## src/rtl/systolic_link_buffer_pkg.sv

```systemverilog
// Shared widths for the systolic neighbour link buffer.
// DATA_BW and VSIZE mirror the tile-wide lane width and vector length.
package systolic_link_buffer_pkg;
  localparam int DATA_BW = 8;
  localparam int VSIZE   = 4;
endpackage

```

## src/rtl/systolic_link_buffer_if.sv

```systemverilog
// rdy/ack vector link between neighbouring switches.
// The master owns rdy and data; the slave answers with ack.
interface systolic_link_buffer_if;
  import systolic_link_buffer_pkg::*;

  logic                            rdy;
  logic                            ack;
  logic [VSIZE-1:0][DATA_BW-1:0]   data;

  modport master (output rdy, output data, input ack);
  modport slave  (input rdy, input data, output ack);
endinterface

```

## src/rtl/systolic_link_buffer_chk.sv

```systemverilog
// Runtime invariants of the link buffer: occupancy bound and legal push/pop/ack use.
module systolic_link_buffer_chk #(
  parameter int DEPTH = 2
) (
  input logic                     i_clk,
  input logic                     i_rst,
  input logic                     push,
  input logic                     pop,
  input logic                     dn_ack,
  input logic                     dn_rdy,
  input logic [$clog2(DEPTH):0]   count
);
  localparam int CNT_W = $clog2(DEPTH) + 1;

  a_count_bound: assert property (@(posedge i_clk) disable iff (i_rst)
    count <= CNT_W'(DEPTH));
  a_no_push_full: assert property (@(posedge i_clk) disable iff (i_rst)
    !(push && (count == CNT_W'(DEPTH))));
  a_no_pop_empty: assert property (@(posedge i_clk) disable iff (i_rst)
    !(pop && (count == CNT_W'(0))));
  a_ack_needs_rdy: assert property (@(posedge i_clk) disable iff (i_rst)
    dn_ack |-> dn_rdy);
endmodule

```

## src/rtl/systolic_link_buffer.sv

```systemverilog
// Receiving end of one directed systolic link: a small register FIFO that absorbs
// one-cycle skew between neighbouring switches without stalling the ring.
module systolic_link_buffer
  import systolic_link_buffer_pkg::*;
#(
  parameter int DEPTH = 2
) (
  input  logic                     i_clk,
  input  logic                     i_rst,
  input  logic                     i_clear,
  systolic_link_buffer_if.slave    up,
  systolic_link_buffer_if.master   dn,
  output logic [$clog2(DEPTH):0]   o_count
);
  localparam int PTR_W = $clog2(DEPTH);
  localparam int CNT_W = PTR_W + 1;

  logic [VSIZE-1:0][DATA_BW-1:0] mem_r [DEPTH];
  logic [PTR_W-1:0]              wptr_r;
  logic [PTR_W-1:0]              rptr_r;
  logic [CNT_W-1:0]              count_r;

  logic full_s;
  logic empty_s;
  logic push_s;
  logic pop_s;

  // Full/empty come from occupancy so the pointers may simply wrap.
  assign full_s  = (count_r == CNT_W'(DEPTH));
  assign empty_s = (count_r == CNT_W'(0));

  // up.ack looks only at local state and up.rdy, never at the downstream side.
  assign up.ack = up.rdy && !full_s && !i_clear && !i_rst;
  assign push_s = up.rdy && up.ack;
  assign pop_s  = dn.ack && !empty_s && !i_clear;

  assign dn.rdy  = !empty_s;
  assign dn.data = mem_r[rptr_r];
  assign o_count = count_r;

  // Storage, pointers and occupancy; clear flushes pointers but keeps stale data.
  always_ff @(posedge i_clk) begin
    if (i_rst) begin
      wptr_r  <= '0;
      rptr_r  <= '0;
      count_r <= '0;
      for (int i = 0; i < DEPTH; i++) begin
        mem_r[i] <= '0;
      end
    end else if (i_clear) begin
      wptr_r  <= '0;
      rptr_r  <= '0;
      count_r <= '0;
    end else begin
      if (push_s) begin
        mem_r[wptr_r] <= up.data;
        wptr_r        <= wptr_r + PTR_W'(1);
      end
      if (pop_s) begin
        rptr_r <= rptr_r + PTR_W'(1);
      end
      case ({push_s, pop_s})
        2'b10:   count_r <= count_r + CNT_W'(1);
        2'b01:   count_r <= count_r - CNT_W'(1);
        default: count_r <= count_r;
      endcase
    end
  end

  systolic_link_buffer_chk #(.DEPTH(DEPTH)) u_chk (
    .i_clk  (i_clk),
    .i_rst  (i_rst),
    .push   (push_s),
    .pop    (pop_s),
    .dn_ack (dn.ack),
    .dn_rdy (dn.rdy),
    .count  (count_r)
  );
endmodule

```

## src/flat_wrapper.sv

```systemverilog
// flat-port wrapper written by rule: the top's interface ports become plain ports
module systolic_link_buffer_flat import systolic_link_buffer_pkg::*;
#(
  parameter int DEPTH = 2
)
  (i_clk, i_rst, i_clear, o_count, up_rdy, up_data, up_ack, dn_rdy, dn_data, dn_ack);
  systolic_link_buffer_if up_i ();
  systolic_link_buffer_if dn_i ();
  input  logic i_clk;
  input  logic i_rst;
  input  logic i_clear;
  output logic [$clog2(DEPTH):0] o_count;
  input wire logic [$bits(up_i.rdy)-1:0] up_rdy;
  input wire logic [$bits(up_i.data)-1:0] up_data;
  output wire logic [$bits(up_i.ack)-1:0] up_ack;
  output wire logic [$bits(dn_i.rdy)-1:0] dn_rdy;
  output wire logic [$bits(dn_i.data)-1:0] dn_data;
  input wire logic [$bits(dn_i.ack)-1:0] dn_ack;
  assign up_i.rdy = up_rdy;
  assign up_i.data = up_data;
  assign up_ack = up_i.ack;
  assign dn_rdy = dn_i.rdy;
  assign dn_data = dn_i.data;
  assign dn_i.ack = dn_ack;
  systolic_link_buffer #(.DEPTH(DEPTH)) u_core (.i_clk(i_clk), .i_rst(i_rst), .i_clear(i_clear), .up(up_i), .dn(dn_i), .o_count(o_count));
endmodule
```

## config.mk

```make
export PLATFORM = sky130hd
export DESIGN_NAME = systolic_link_buffer_flat
export DESIGN_NICKNAME = d
export VERILOG_FILES = /design/src/rtl/systolic_link_buffer_pkg.sv /design/src/rtl/systolic_link_buffer_if.sv /design/src/rtl/systolic_link_buffer_chk.sv /design/src/rtl/systolic_link_buffer.sv /design/src/flat_wrapper.sv
export SDC_FILE = /design/constraint.sdc
export NUM_CORES = 1
export LEC_CHECK = 0
export ABC_AREA = 1
export CORE_ASPECT_RATIO = 1.5
export CORE_UTILIZATION = 45
export DETAILED_ROUTE_END_ITERATION = 8
export PLACE_DENSITY = 0.81
export REMOVE_ABC_BUFFERS = 1
export SYNTH_ARGS = -nofsm -noshare
export SYNTH_HDL_FRONTEND = slang
export SYNTH_SLANG_ARGS = --single-unit
```

## constraint.sdc

```tcl
create_clock -name i_clk -period 6.65 [get_ports i_clk]
set_clock_uncertainty 0.2 [all_clocks]
set_input_delay 0.9975 -clock i_clk [delete_from_list [all_inputs] [get_ports i_clk]]
set_output_delay 0.9975 -clock i_clk [all_outputs]
set_load 0.02 [all_outputs]
```

Word level (Yosys, flattened, before mapping) --
Memories as Yosys holds them, arrays and structs flattened. A register that Yosys moved wholly into a read port is not among the register bits. Cells that the tools add are included.
Cells by class: add/sub/neg operators 4, equal/unequal tests 3, muxes and demuxes 12, reductions and logical operators 14
Operator list (number):
- two-way mux 32 bit | 1
- OR reduction 32 bit | 1
- two-way mux 1 bit | 10
- logical AND 1 bit | 6
- equality test 2 bit (second input constant) | 2
- logical NOT 1 bit | 4
- case mux 2 bit (2 select lines) | 1
- adder 1 bit (second input constant) | 2
- adder 2 x 1 -> 2 bit (second input constant) | 1
- equality test 2 x 1 -> 1 bit (second input constant) | 1
- logical NOT 2 bit | 1
- nonzero test 2 bit | 1
- OR reduction 2 bit | 1
- subtractor 2 x 1 -> 2 bit (second input constant) | 1
Word-level totals: register bits after elaboration 4, RAM bits 64, input bits 37, output and inout port bits 36, logic and storage cells 37, memories kept 1
Memory list:
- u_core.mem_r | words 2, width 32, read ports 1, clocked after memory_dff 1, write ports 2, RTL line systolic_link_buffer.sv:18 | logic [VSIZE-1:0][DATA_BW-1:0] mem_r [DEPTH];

Logic depth before layout (Yosys ltp) --
word-level depth 12, depth in mapped cells 8

Worst setup path before layout --
Ideal clock, no wire load.
path type input-to-reg, from input port i_clear, to memory u_core.mem_r[0][0] (netlist name) (enable), arrival time 2.310 ns, path slack 3.750 ns, cell stages on the path 6, cell sequence nor2_4 -> nand3_4 -> inv_2 -> nand2_4 -> buf_6 -> nand2_1
RTL lines:
- start: declaration | RTL line flat_wrapper.sv:11 | input logic i_clear;
- end: declaration | RTL line systolic_link_buffer.sv:18

Final worst setup path --
from input port i_clear, to output port up_ack
Between the ends: cells in the longest elaborated chain, start to end 3
Ends and longest elaborated chain:
- logical NOT 1 bit | RTL line systolic_link_buffer.sv:33 | assign up.ack = up.rdy && !full_s && !i_clear && !i_rst;
- logical AND 1 bit (2 in series) | RTL line systolic_link_buffer.sv:33
- end: declaration | RTL line flat_wrapper.sv:15 | output wire logic [$bits(up_i.ack)-1:0] up_ack;
Every way passes these cells.

==> out/metrics.cfg <==
[timing]
finalSetupTns_ps=0
whs_ps=314
period_share=0.551
rsz0062_at_grt=no
min_period_ps=3660
slew_violations=0
fmax_mhz=273
slew_headroom=0.386
worst_slew_pin_slew_ps=919
setup_violations=0
final_hold_viol_count=0

[placed_design]
io_buffers=72
gp_congestion=0.744
dp_hpwl_um=3530
placed_cell_area_um2=3780

[clock_tree]
cts_hold_buf=0
cts_buffers=9
clk_pin_slew_ps=60
htree_levels=3
cts.sinks=69
postCtsSetupBuffers=0
clock_path_buffers=2
cts_resized=0
cts_tree=built
clockRootBuffer=clkbuf_8
clock_latency_ps=330

[outcome]
status=finished, final reports clean

[synthesis]
ys_seq_area_frac=0.671
synth_cell_types=23
async_flop_share=0
avgSynthCellArea_um2=12.6
yosysTopAreaCellShare=0.638
syn_inst=239
ys_seq_elements=69
synth_common_cells=64 x edfxtp_1, 64 x nor2_1, 35 x inv_1, 30 x mux2_2, 7 x nand2_1
yosys_warnings=0
synth_ff_type=edfxtp_1
yosysTopAreaCell=edfxtp_1
netlist_area_um2=3010
synth_area_leaders=edfxtp_1 64%, mux2_2 11%, nor2_1 8.0%
synth_edf_count=64

[min_path]
hp-class=register to register
holdPathStages=2
worstHoldStart=u_core.rptr_r$_SDFFE_PP0P_
whs_endpoint=u_core.rptr_r$_SDFFE_PP0P_

[power_and_ir_drop]
p_leak_nw=1.64
p_total_w=0.00100
peakVddDrop_mv=0.147
power.density_nw_per_um2=250

[global_route]
grt_pass1_wl_um=8120
grt_max_degree=35
antenna_found_initial=0
grt_overflow=0
grt_util_all_layers=0.166
first_global_vias=1819

[run]
max-cap-violations=0

[drt]
num_vias=1898
viasPerCell=4.79
wl_per_cell_um=13.5
drc_errors=0
wl_um=5340
ant_nets=0
first_pass_iters=6
drt-initial-drc-count=94

[setup_path]
r2r-end=u_core.mem_r[1][17]$_SDFFCE_PN0P_
r2r-start=u_core.o_count[0]$_SDFFE_PP0P_
r2r_slack_ps=4140
endpoint_kind=output port
crit_path_start_kind=input port
worstSetupPathType=input port to output port
reg2reg_depth=5
crit_arrival_ps=2470
cp_data_required_time_ps=5450
cp_max_fo=6

[die]
start_util=0.465
die_w_um=68.8
rows=36
io_pins=73
dieArea_um2=7030
fp.dieH_um=102
core_area_um2=6490

[finish]
area_growth_pct=33.0
drive_gt1_frac=0.188
num_antenna_cells=0
finalInstanceArea_um2=4010
fillers=516
layout.nets=353

## worst max-delay path by stage
stage | startpoint | end | slack [ps] | cells past startpoint
finish | i_clear | up_ack | 2990 | 5
global route | i_clear | up_ack | 2920 | 5
CTS | i_clear | up_ack | 2970 | 5
detailed placement | i_clear | u_core.mem_r[1][16]$_SDFFCE_PN0P_ | 2970 | 5
global placement | i_clear | up_ack | 3020 | 5
floorplan | i_clear | u_core.mem_r[1][0]$_SDFFCE_PN0P_ | 3480 | 3
## cell usage in the layout (no fill, tap or decap), types with 3 or more instances in the layout
| master | count |
|---|---|
| inv_1 | 35 |
| edfxtp_1 | 64 |
| clkdlybuf4s50_1 | 72 |
| bufinv_16 | 3 |
| a21oi_1 | 4 |
| clkbuf_8 | 9 |
| buf_4 | 3 |
| dfxtp_1 | 5 |
| nand2_1 | 7 |
| nor2_1 | 64 |
| mux2_2 | 30 |
| nor2_2 | 5 |
## per-stage QoR
stage,util,cells,worst slack (ps)
global route,0.618,396,2920
CTS,0.618,396,2970
global placement,0.582,380,3020
floorplan,-,229,3480
finish,0.618,396,2990
detailed placement,0.582,380,2970
## state kept, by name, summed over array words and instances (netlist names), named ones only
signal and count:
u_core.wptr_r 1, u_core.o_count 2, u_core.mem_r 64, u_core.rptr_r 1
## per-layer routing
layer,GRT usage,share of wire
met3,0.0435,0.052
met1,0.187,0.37
met4,0.0911,0.020
met5,0,0
met2,0.281,0.55
## layout make-up
type,instances,area (um2),share of cell area
Clock inverter,5,98.8,0.0247
Sequential cell,69,2020,0.505
Tap cell,76,95.1,0.0237
Timing Repair Buffer,75,743,0.186
Multi-Input combinational cell,123,777,0.194
Clock buffer,11,131,0.0328
Inverter,37,139,0.0347
## report_power, final
part / leakage, nW / switching (W) / internal (W)
combinational: 0.822 / 0.0000539 / 0.0000563
clock: 0.115 / 0.000142 / 0.000248
sequential: 0.701 / 0.00000495 / 0.000495
total: 1.64 / 0.000201 / 0.000799
## cell families after synthesis
kind of cell | share of synthesized area
and+or+nand+nor | 0.126
AOI/OAI and AO/OA | 0.00830
muxes | 0.120
DFF | 0.671
buffers and inverters | 0.0710
adders and majority gates | 0.00415
## critical path: stages
cell	delay (ps)
clkdlybuf4s50_1	460
nor2_4	210
nand3_4	100
inv_2	90
clkdlybuf4s50_1	610
No activity file was read; power rests on OpenSTA's default activity.
